## config.mk

```make
export PLATFORM = sky130hd
export DESIGN_NAME = comp_result_monitor
export DESIGN_NICKNAME = d
export VERILOG_FILES = /design/src/rtl/comp_result_monitor.sv
export SDC_FILE = /design/constraint.sdc
export NUM_CORES = 1
export LEC_CHECK = 0
export BUFFER_PORTS_ARGS = -buffer_cell sky130_fd_sc_hd__buf_4
export CORE_ASPECT_RATIO = 0.8
export CORE_MARGIN = 4
export CORE_UTILIZATION = 56
export DETAILED_ROUTE_END_ITERATION = 8
export PLACE_DENSITY = 0.81
export SLEW_MARGIN = 5
export SYNTH_ARGS = -nofsm -noshare
export SYNTH_HDL_FRONTEND = slang
export SYNTH_SLANG_ARGS = --single-unit
```

## constraint.sdc

```tcl
create_clock -name Clock -period 2.2 [get_ports Clock]
set_input_delay 0.11 -clock Clock [delete_from_list [all_inputs] [get_ports Clock]]
set_output_delay 0.11 -clock Clock [all_outputs]
set_load 0.005 [all_outputs]
```

## src/rtl/comp_result_monitor.sv

```systemverilog
// Result monitor for a registered Gt/Lt/Eq comparator: saturating per-class counters, Gt run alarm, sticky error flag.
// Optional macro COMP_MON_IRQ_EN adds the one-cycle AlarmPulse output on ALARM entry.
module comp_result_monitor #(
   parameter int CNT_W      = 16,
   parameter int RUN_THRESH = 4
) (
   input  logic             Clock,
   input  logic             Reset_n,
   input  logic             Valid,
   input  logic             Gt,
   input  logic             Lt,
   input  logic             Eq,
   input  logic             Clear,
   output logic [CNT_W-1:0] GtCount,
   output logic [CNT_W-1:0] LtCount,
   output logic [CNT_W-1:0] EqCount,
   output logic [CNT_W-1:0] RunLen,
   output logic             Alarm,
`ifdef COMP_MON_IRQ_EN
   output logic             ErrFlag,
   output logic             AlarmPulse
`else
   output logic             ErrFlag
`endif
);

   typedef enum logic [1:0] {IDLE, RUN, ALARM} state_t;

   localparam logic [CNT_W-1:0] SAT    = '1;
   localparam logic [CNT_W-1:0] THRESH = CNT_W'(RUN_THRESH);

   logic                       legal;
   logic [2:0]                 hit;
   logic [2:0][CNT_W-1:0]      cnt_all;
   state_t                     state_reg, state_next;
   logic [CNT_W-1:0]           run_reg, run_next;
   logic                       err_reg, err_next;

   // Exactly one flag high; zero or several flags is an illegal encoding.
   assign legal = (Gt & ~Lt & ~Eq) | (~Gt & Lt & ~Eq) | (~Gt & ~Lt & Eq);
   assign hit   = {Eq, Lt, Gt} & {3{Valid & legal & ~Clear}};

   genvar gi;
   generate
      for (gi = 0; gi < 3; gi++) begin : gen_cnt
         logic [CNT_W-1:0] cnt_reg;
         always_ff @(posedge Clock or negedge Reset_n) begin
            if (!Reset_n)
               cnt_reg <= '0;
            else if (Clear)
               cnt_reg <= '0;
            else if (hit[gi] && cnt_reg != SAT)
               cnt_reg <= cnt_reg + 1'b1;
         end
         assign cnt_all[gi] = cnt_reg;
      end
   endgenerate

   assign GtCount = cnt_all[0];
   assign LtCount = cnt_all[1];
   assign EqCount = cnt_all[2];

   always_comb begin
      state_next = state_reg;
      run_next   = run_reg;
      err_next   = err_reg;
      if (Clear) begin
         state_next = IDLE;
         run_next   = '0;
         err_next   = 1'b0;
      end else if (Valid) begin
         if (!legal) begin
            err_next   = 1'b1;
            run_next   = '0;
            state_next = IDLE;
         end else if (Gt) begin
            run_next = (run_reg == SAT) ? run_reg : run_reg + 1'b1;
            // ALARM is held even once RunLen saturates and no longer equals the threshold
            if (state_reg == ALARM)
               state_next = ALARM;
            else if (run_next == THRESH)
               state_next = ALARM;
            else
               state_next = RUN;
         end else begin
            run_next   = '0;
            state_next = IDLE;
         end
      end
   end

   always_ff @(posedge Clock or negedge Reset_n) begin
      if (!Reset_n) begin
         state_reg <= IDLE;
         run_reg   <= '0;
         err_reg   <= 1'b0;
      end else begin
         state_reg <= state_next;
         run_reg   <= run_next;
         err_reg   <= err_next;
      end
   end

   assign RunLen  = run_reg;
   assign ErrFlag = err_reg;
   assign Alarm   = (state_reg == ALARM);

`ifdef COMP_MON_IRQ_EN
   logic pulse_reg;
   always_ff @(posedge Clock or negedge Reset_n) begin
      if (!Reset_n)
         pulse_reg <= 1'b0;
      else
         pulse_reg <= (state_next == ALARM) && (state_reg != ALARM);
   end
   assign AlarmPulse = pulse_reg;
`endif

endmodule

```

== Yosys cells after proc, flatten, opt, wreduce, memory -nomap -nowiden ==
Cells that the tools add are included.

* Bits in registers: 67
* Logic and storage cells: 60

* $add $sub $neg: 4
* Equality and inequality tests: 7
* Multiplexer cells: 20
* Bitwise logic cells: 15
* Reduce and logical (&&, ||, !) cells: 8

{| class="wikitable"
|+ Operator list
! kind !! number
|-
| $mux 16 || 11
|-
| $add 16x1->16 const B || 4
|-
| $ne 16x16->1 const B || 3
|-
| $eq 16x16->1 const B || 1
|-
| $eq 16x3->1 const B || 1
|-
| $mux 2 || 6
|-
| $and 1x1->1 || 8
|-
| $reduce_bool 2->1 || 4
|-
| $not 1->1 || 4
|-
| $and 3x3->3 || 1
|-
| $logic_and 1x1->1 || 3
|-
| $mux 1 || 3
|-
| $eq 2x2->1 const B || 1
|-
| $ne 2x2->1 const B || 1
|-
| $or 1x1->1 || 2
|-
| $reduce_and 2->1 || 1
|}

== Logic depth before layout (Yosys ltp) ==
* Depth after elaboration: 11
* Mapped depth: 8

== Worst setup path after synthesis ==
No wires, ideal clock.

* Kind: register -> register
* From: register run_reg[0], in the netlist RunLen[0]
* To: register state_reg[0]
* Setup time: 0.144 ns
* Data arrival time: 1.841 ns
* Data required time: 2.056 ns
* Slack: 0.216 ns
* Stages on the path, launching flop included: 9
* Period minus slack after synthesis: 1.984 ns
* Path through: dfrtp_1 ha_1 and3_4 buf_6 nand3_2 xor2_1 a32oi_1 a2111oi_2 a311oi_1

* Longest elaborated chain between the ends: 9
* Elaborated cells between the ends (all ways): 10
* Those cells by class: add/sub: 1; eq/ne: 2; mux: 7

{| class="wikitable"
|+ Ends and longest elaborated chain
! element !! line !! RTL
|-
| start: declaration || 36 || <nowiki>logic [CNT_W-1:0] run_reg, run_next;</nowiki>
|-
| start signal: assignment || 99 || <nowiki>run_reg <= run_next;</nowiki>
|-
| $add 16x1->16 / $eq 16x16->1 (equally long branches) || 77 || <nowiki>run_next = (run_reg == SAT) ? run_reg : run_reg + 1'b1;</nowiki>
|-
| $mux 16 * || 77 ||
|-
| $eq 16x3->1 * || 81 || <nowiki>else if (run_next == THRESH)</nowiki>
|-
| $mux 2 * || 81 ||
|-
| $mux 2 * || 79 || <nowiki>if (state_reg == ALARM)</nowiki>
|-
| $mux 2 * || 76 || <nowiki>end else if (Gt) begin</nowiki>
|-
| $mux 2 * || 72 || <nowiki>if (!legal) begin</nowiki>
|-
| $mux 2 * || 71 || <nowiki>end else if (Valid) begin</nowiki>
|-
| $mux 2 * || 67 || <nowiki>if (Clear) begin</nowiki>
|-
| end signal: assignment || 98 || <nowiki>state_reg <= state_next;</nowiki>
|-
| end: declaration || 35 || <nowiki>state_t state_reg, state_next;</nowiki>
|}

Every way passes the cells marked *; elsewhere a longest branch is shown, timed or not. The select of a mux whose other input is x is not followed.
A chain may end at the register's enable or synchronous reset.

== Worst setup path in the final report ==
* From: register run_reg[2], in the netlist RunLen[2]
* To: register state_reg[0]

Same word-level chain as after synthesis.

==> flow_summary.json <==
{
  "drt-total-wl_um": 9895,
  "ys_seq_area_share_pct": 44.22,
  "outcome": "completed",
  "floorplan.die_area_um2": 8159,
  "remaining_drc_errors": 0,
  "ff_latch_area_um2": 1680,
  "yosys-top-cells-area": "dfrtp_1 (44%), xor2_1 (6.5%), nor2_1 (6.0%)",
  "placement.io_buffers": 72,
  "globalRoute.busiestLayer": "met2",
  "setup_viol_count_final": 0,
  "hold_start": "Valid",
  "start_util_pct": 58.56,
  "clock_tree.buffer_depth": 2,
  "synth-compound-area-share_pct": 13.66,
  "syn-mean-instance-area_um2": 9.224,
  "synth.top_cells.by_count": "dfrtp_1 (67), nor2_1 (61), nand2_1 (39)",
  "cp_data_required_time_ps": 2410,
  "peakVddDrop_uv": 457.0,
  "postSynth.asyncResetShare_pct": 100.0,
  "ant_nets": 0,
  "tightest_slew_ps": 864.4,
  "grt_first_pass_wirelength_um": 16550,
  "synth.distinct_cells": 59,
  "synth_largest_area_cell": "dfrtp_1",
  "post_synth_inst_count": 411,
  "synthXorXnorAreaFrac_pct": 9.934,
  "slew_headroom_pct": 42.37,
  "start_kind": "register",
  "whs_ps": 45.94,
  "floorplan.die.width_um": 99.99,
  "fillerInstances": 512,
  "pwr_density_cell_nw_per_um2": 490.2,
  "design.core.area_um2": 6474,
  "dpl-instance-area_um2": 4448,
  "synth_seq_cells": 67,
  "synth_enable_flop_cells": 0,
  "number_of_setup_buffers_added_after_cts": 0,
  "final_period_minus_worst_setup_slack_ps": 2070,
  "rr_worst_depth": 6,
  "cts_tree": "built",
  "setup_tns_ps": 0,
  "cts_inserted_buffers": 9,
  "r2r-start": "RunLen[2]",
  "antenna_found_initial": 0,
  "syn-cell-area_um2": 3791,
  "dpl.hpwl_um": 7016,
  "drt-initial-drc-count": 229,
  "worst_hold_path.num_cells": 3,
  "rows": 26,
  "count_of_clock_tree_sinks": 67,
  "routed_wire_length_per_instance_um": 17.00,
  "groute.usage.overall_pct": 25.63,
  "grt.met2_usage_pct": 37.48,
  "global_route.usage.met3_pct": 7.725,
  "n_antenna_cell": 0,
  "hold_violations": 0,
  "insertion_delay_ps": 350,
  "grt_start_max_net_pins": 68,
  "synth_adder_area_share_pct": 1.320,
  "critical_path_origin": "RunLen[2]",
  "final_layout_size_suffix_gt1_share_pct": 26.31,
  "p_leak_nw": 2.047,
  "global_route.usage.met1_pct": 37.48,
  "path_max_fanout": 7,
  "max_clock_freq_mhz": 483.2,
  "grt_setup_unrepaired": "false",
  "multi_input_area_um2": 1991,
  "final_core_util_pct": 71.82,
  "ctsHtreeMaxLevel": 3,
  "cts_root_buf": "clkbuf_8",
  "synth_flop_cell": "dfrtp_1",
  "synth_mux_area_share_pct": 1.749,
  "synthSimpleGateAreaFrac_pct": 25.64,
  "main_combinational_cell_family_by_area_after_synthesis": "simple AND/OR/NAND/NOR gates",
  "finClkSkew_ps": 14.56,
  "report.final.slew_viol_count": 0,
  "worstSetupEndpointType": "register",
  "routed-via-count": 3474,
  "clock_pin_slew_worst_setup_and_hold_paths_ps": 80,
  "routed_via_density": 5.969,
  "io_pins": 73,
  "fin_crit_sh_pct": 94.07,
  "die_height_um": 81.60,
  "synth_largest_type_area_fraction_pct": 44.22,
  "gp_congestion": 0.9850,
  "area_growth_syn_to_layout_pct": 22.64,
  "timing_worst_setup_path_type": "register to register",
  "synth_warnings": 0,
  "final_design_area_no_fill_um2": 4649,
  "post-synth-top-count-cell": "dfrtp_1",
  "gr_ovfl_total": 0,
  "drv.max_cap_violation_count": 0,
  "dp.cells": 565,
  "postSynthNetCount": 422,
  "via_count_of_the_first_global_routing_pass": 3236,
  "layout.cells.non_filler": 582,
  "data_arrival_time_of_the_worst_path_ps": 2280,
  "finish.net_count": 504,
  "hold_class": "primary input to register",
  "drt_pre_antenna_iters": 5
}
through the flow:
step                      setup WS, ps  power (mW)
after floorplan                  215.5       1.301
after global placement           159.5       1.355
after detailed placement         64.27       1.356
after CTS                        30.85       2.301
after global routing             11.75       2.373
final                            130.4       2.279
critical path, cell delays in order, from the launching register on:
cell	delay, ps
dfrtp_1	450
and4_4	280
nand2_2	90
nor3_2	260
mux2_4	340
a2111oi_2	340
a311oi_1	160
layout by cell type, fill, tap and decap left out, types with 2 or more instances in the layout:
cell and count:
xnor2_1 15, nor4_1 2, dfrtp_1 64, a21oi_1 20, nand4_1 18, nor2_1 61
clkinvlp_4 2, and4_1 5, o31ai_1 3, nand2_2 2, inv_1 6, a211oi_2 4
or3_1 6, mux2i_1 4, and4_4 4, o21ai_0 25, nor3_2 2, nand2_1 39
ha_1 3, a21o_1 4, clkbuf_8 11, xor2_1 28, a2bb2oi_1 2, nand3b_1 3
o22ai_1 2, clkinv_2 2, a311oi_1 2, nand3_1 17, buf_4 88, and2_1 2
dfrtp_2 3, nor3_1 4, and3_1 11, a31oi_1 8
worst paths after layout:
check,endpoint,slack [ps]
min in group asynchronous,LtCount[8],420
max reg2reg,state_reg[0],130
min,ErrFlag,50
min reg2reg,state_reg[1],500
max in group asynchronous,RunLen[3],1180
max,state_reg[0],130
cells by family after synthesis:
group,after synthesis
compound gates,79
xor+xnor,43
flops,67
simple gates,188
fa+ha+maj,4
buf+inv,24
mux,6
final cells by class:
class                           count  share of cell area [%]
Sequential cell                    67                   36.14
Multi-Input combinational cell    320                   42.81
Clock buffer                       12                   3.337
Inverter                            6                  0.4844
Tap cell                           84                   2.260
Clock inverter                      4                  0.5382
Timing Repair Buffer               89                   14.42
metal layers:
metal	up-vias	part of all wire [%]
met4	0	1.1
met2	169	44
met5	-	0
met3	13	8.3
li1	1631	-
met1	1661	47
power breakdown:
group | leakage, nW | internal, mW | switching (mW) | total [mW]
Clock | 0.0884 | 0.467 | 0.479 | 0.946
Sequential | 0.930 | 1.23 | 0.00353 | 1.24
Combinational | 1.03 | 0.0276 | 0.0672 | 0.0948
Total | 2.05 | 1.73 | 0.550 | 2.28
repair_timing:
item | 4_1_cts | 5_1_grt
endpoints found under the hold margin | 67 | 0
endpoints found under the setup margin | 0 | 2
gates resized for setup | 0 | 5
hold buffers | 1 | 0
No activity file was read; power rests on OpenSTA's default activity.
